## src/rtl/lbp_code_rx.sv

```systemverilog
// lbp_code_rx: synchronizes the comparator line, assembles LBP codes and queues them in a FIFO
// Optional build macro LBP_RX_MAJORITY_EN: capture bit is majority(s2,s3,s4) to reject one-cycle chatter.
module lbp_code_rx #(
   parameter int NBITS = 12,
   parameter int DEPTH = 4
) (
   input  logic                       wb_clk_i,
   input  logic                       wb_rst_i,
   input  logic                       cmp_i,
   input  logic                       start_i,
   input  logic                       sample_i,
   output logic [NBITS-1:0]           code_o,
   output logic                       code_valid_o,
   input  logic                       code_ready_i,
   output logic [$clog2(DEPTH+1)-1:0] fifo_level_o,
   output logic                       busy_o,
   output logic                       overflow_o,
   input  logic                       ovf_clr_i
);
   localparam int CW = $clog2(NBITS);
   localparam int PW = $clog2(DEPTH);
   localparam int LW = $clog2(DEPTH+1);
   localparam logic [CW-1:0] LAST = CW'(NBITS-1);
   localparam logic [LW-1:0] FULL = LW'(DEPTH);

   typedef enum logic [1:0] {IDLE, SHIFT, PUSH} state_t;

   state_t           state_q;
   logic [CW-1:0]    cnt_q;
   logic [NBITS-1:0] sh_q;
   logic             busy_q;
   logic             s1_q, s2_q, cap;
   logic [NBITS-1:0] mem_q [DEPTH];
   logic [PW-1:0]    wp_q, rp_q;
   logic [LW-1:0]    lvl_q;
   logic             ovf_q;
   logic             push, pop, wr, drop;

`ifdef LBP_RX_MAJORITY_EN
   logic s3_q, s4_q;

   // four-flop chain; the two extra stages feed the majority vote
   always_ff @(posedge wb_clk_i) begin
      if (wb_rst_i) {s1_q, s2_q, s3_q, s4_q} <= '0;
      else {s1_q, s2_q, s3_q, s4_q} <= {cmp_i, s1_q, s2_q, s3_q};
   end

   assign cap = (s2_q & s3_q) | (s2_q & s4_q) | (s3_q & s4_q);
`else
   // two-flop synchronizer for the asynchronous comparator line
   always_ff @(posedge wb_clk_i) begin
      if (wb_rst_i) {s1_q, s2_q} <= '0;
      else {s1_q, s2_q} <= {cmp_i, s1_q};
   end

   assign cap = s2_q;
`endif

   // sequencer FSM: start clears and (re)starts a code, each sample shifts in one bit, PUSH hands it to the FIFO
   always_ff @(posedge wb_clk_i) begin
      if (wb_rst_i) begin
         state_q <= IDLE;
         cnt_q   <= '0;
         sh_q    <= '0;
         busy_q  <= 1'b0;
      end else if (start_i) begin
         state_q <= SHIFT;
         cnt_q   <= '0;
         sh_q    <= '0;
         busy_q  <= 1'b1;
      end else if (state_q == SHIFT && sample_i) begin
         sh_q[cnt_q] <= cap;
         cnt_q       <= (cnt_q == LAST) ? '0 : cnt_q + 1'b1;
         state_q     <= (cnt_q == LAST) ? PUSH : SHIFT;
      end else if (state_q == PUSH) begin
         state_q <= IDLE;
         busy_q  <= 1'b0;
      end
   end

   assign push = (state_q == PUSH);
   assign pop  = code_valid_o && code_ready_i;
   assign wr   = push && (lvl_q != FULL || pop);
   assign drop = push && !wr;

   // FIFO storage; contents need no reset because the output is gated by valid
   always_ff @(posedge wb_clk_i) begin
      if (wr) mem_q[wp_q] <= sh_q;
   end

   // FIFO pointers, level and sticky overflow (a drop outranks a clear)
   always_ff @(posedge wb_clk_i) begin
      if (wb_rst_i) begin
         wp_q  <= '0;
         rp_q  <= '0;
         lvl_q <= '0;
         ovf_q <= 1'b0;
      end else begin
         wp_q  <= wr ? wp_q + 1'b1 : wp_q;
         rp_q  <= pop ? rp_q + 1'b1 : rp_q;
         lvl_q <= (wr && !pop) ? lvl_q + 1'b1 : (pop && !wr) ? lvl_q - 1'b1 : lvl_q;
         ovf_q <= drop ? 1'b1 : ovf_clr_i ? 1'b0 : ovf_q;
      end
   end

   assign code_valid_o = (lvl_q != '0);
   assign code_o       = code_valid_o ? mem_q[rp_q] : '0;
   assign fifo_level_o = lvl_q;
   assign busy_o       = busy_q;
   assign overflow_o   = ovf_q;
endmodule

```

## config.mk

```make
export PLATFORM = sky130hd
export DESIGN_NAME = lbp_code_rx
export DESIGN_NICKNAME = d
export VERILOG_FILES = /design/src/rtl/lbp_code_rx.sv
export SDC_FILE = /design/constraint.sdc
export NUM_CORES = 1
export LEC_CHECK = 0
export ABC_CLOCK_PERIOD_IN_PS = 4900
export CORE_MARGIN = 3
export CORE_UTILIZATION = 60
export DETAILED_ROUTE_END_ITERATION = 12
export PLACE_DENSITY_LB_ADDON = 0.15
export SLEW_MARGIN = 20
export SYNTH_ARGS = -nofsm -noshare
export SYNTH_HDL_FRONTEND = slang
export SYNTH_SLANG_ARGS = --single-unit
```

## constraint.sdc

```tcl
create_clock -name wb_clk_i -period 4.9 [get_ports wb_clk_i]
set_clock_uncertainty 0.2 [all_clocks]
set_input_delay 0.49 -clock wb_clk_i [delete_from_list [all_inputs] [get_ports wb_clk_i]]
set_output_delay 0.49 -clock wb_clk_i [all_outputs]
set_load 0.005 [all_outputs]
```

==> impl_metrics.json <==
{
  "status": "completed",
  "finalSetupViolations": 0,
  "nets": 286,
  "dp_hpwl_um": 3640,
  "ys_ff_latch": 79,
  "worstMarginPinSlew_ns": 0.802,
  "h-tree-depth": 3,
  "avgSynthCellArea_um2": 13.5,
  "num_rows": 26,
  "period_share_pct": 62.8,
  "post-cts-setup-buffer-count": 0,
  "slew-limit-headroom_pct": 46.4,
  "drtPass1Iterations": 4,
  "cts_root_buf": "clkbuf_8",
  "gp_congestion": 0.783,
  "cts_tree": "done",
  "num_vias": 1935,
  "critical_path.startpoint_type": "flop",
  "slew_violations": 0,
  "crit_required_ns": 4.21,
  "hold_buffers": 0,
  "maxCapViolCount": 0,
  "clockBufferDepth": 2,
  "yosysTopAreaCellShare_pct": 43.7,
  "grt_max_degree": 16,
  "grt_pass1_vias": 1814,
  "wl_per_cell_um": 15.8,
  "cts.sinks": 79,
  "path_max_fanout": 12,
  "vias_per_cell": 5.63,
  "ys_seq_area_share_pct": 62.5,
  "grt_pass1_wl_um": 8860,
  "synth.distinct_cells": 40,
  "ys_top_cells_by_area": "edfxtp_1, dfxtp_1, mux4_2",
  "cts_buffers": 9,
  "cp_data_arrival_time_ns": 2.39,
  "grt_usage_pct": 18.7,
  "ctsResizeCount": 0,
  "cp-end-kind": "output pin",
  "drcViolationCount": 0,
  "max_freq_mhz": 325,
  "antenna_cells": 0,
  "crit_type": "flop to output pin",
  "hold_violations": 0,
  "io_pins": 25,
  "syn_inst": 245,
  "grt_setup_unrepaired": "false",
  "wirelength_um": 5420,
  "antenna_found_initial": 0,
  "syn_to_final_growth_pct": 14.5,
  "synth_edf_count": 48,
  "fin_cells": 344,
  "dp_cells": 328,
  "power_density_mw_per_mm2": 422,
  "ant_nets": 0,
  "die_w_um": 80.1,
  "core_mm2": 0.00520,
  "hp-class": "flop to flop",
  "start_util_pct": 63.3,
  "p_leak_nw": 1.29,
  "ys_async_sr_fraction_pct": 0,
  "synthFlopType": "edfxtp_1",
  "postPlaceCellArea_mm2": 0.00356,
  "fin_crit_ns": 3.08,
  "final_cell_area_mm2": 0.00378,
  "grt_overflow": 0,
  "finalPower_mw": 1.59,
  "yosys.area.top_type": "edfxtp_1",
  "synth_fp_nets": 262,
  "drive_gt1_share_pct": 11.7,
  "yosysWarnings": 0,
  "setup_tns_ns": 0,
  "fill_cells": 355,
  "port_buffers": 24,
  "path_clk_slew_ns": 0.08,
  "dieHeight_um": 80.1,
  "clk-insertion-delay-late_ns": 0.34,
  "dieArea_mm2": 0.00642,
  "ir_worst_vdd_mv": 0.340,
  "drt_iter0_drc": 126,
  "syn-cell-area_mm2": 0.00330
}
-- worst max-delay path, cell delays in order (launching register included) --
cell             delay, ns
dfxtp_1               0.85
mux4_2                0.62
nor2b_1               0.15
clkdlybuf4s50_1       0.43
-- power by group --
group          leakage [nW]  internal, mW  total, mW  switching [mW]
Combinational         0.425         0.182      0.299           0.117
Sequential            0.755         0.720      0.780          0.0600
Clock                 0.108         0.297      0.515           0.218
-- cells by family after synthesis --
group	share of synthesized area [%]
DFF	62.5
and+or+nand+nor	13.1
AOI/OAI and AO/OA	5.92
buffers and inverters	3.38
muxes	9.72
adders and majority gates	4.02
xor gates and xnor gates	1.33
-- layer usage --
metal / wire length, µm / global-route usage [%]
met5: 0 / 0
met4: 92 / 8.28
met3: 237 / 4.71
met2: 2620 / 29.8
met1: 2480 / 24.5
-- cells in the final DEF, fill, tap and decap left out, types with 8 or more instances in the layout --
cell type and instances:
a21oi_1 16, nor2_1 13, nor2b_1 16, dfxtp_1 31
nand2_1 13, clkdlybuf4s50_1 24, nand4_1 8, o21ai_0 10
clkbuf_8 10, edfxtp_1 48, inv_1 11, mux4_2 12
ha_1 9
-- final timing paths --
| kind | slack (ns) | endpoint | depth (start not counted) | startpoint |
|---|---|---|---|---|
| setup / recovery | 1.82 | code_o[9] | 3 | flop |
| hold / removal | 0.26 | cap$_SDFF_PP0_ | 1 | s1_q$_SDFF_PP0_ |
| setup reg to reg | 2.43 | fifo_level_o[2]$_SDFFE_PP0P_ | 7 | fifo_level_o[0]$_SDFFE_PP0P_ |
| hold reg to reg | 0.26 | cap$_SDFF_PP0_ | 1 | s1_q$_SDFF_PP0_ |
-- cell type report --
type                       count  area, µm²  area share (%)
clock buffer                  11        141            3.74
clock inverter                 5       72.6            1.92
inverter                      11       41.3            1.09
multi-input combinational    143       1120            29.8
sequential                    79       2060            54.6
tap                           70       87.6            2.32
timing repair buffer          25        248            6.56
-- sequential cells by signal, summed over array words and instances, names as in the netlist, 2 cells and up, named ones only --
register      flops
sh_q             12
state_q           2
wp_q              2
rp_q              2
fifo_level_o      3
cnt_q             4
mem_q            48
-- Yosys cell counts, types with 5 or more instances --
library cell and count:
mux2i_1 5, nand4_1 8, a21oi_1 16, mux4_2 12, nor2b_1 16, inv_1 11, nor3_1 5, nor2_1 13
o21ai_0 10, edfxtp_1 48, dfxtp_1 31, ha_1 9, nand2_1 13
-- metrics by stage --
step                      worst slack, ns  util, %  hold slack [ns]
after floorplan                      2.68        -            0.214
after global placement               2.11     68.4            0.238
after detailed placement             2.08     68.4            0.259
after CTS                            1.76     72.5            0.273
after global routing                 1.65     72.5            0.292
final                                1.82     72.5            0.263
No activity file was read; power rests on OpenSTA's default activity.
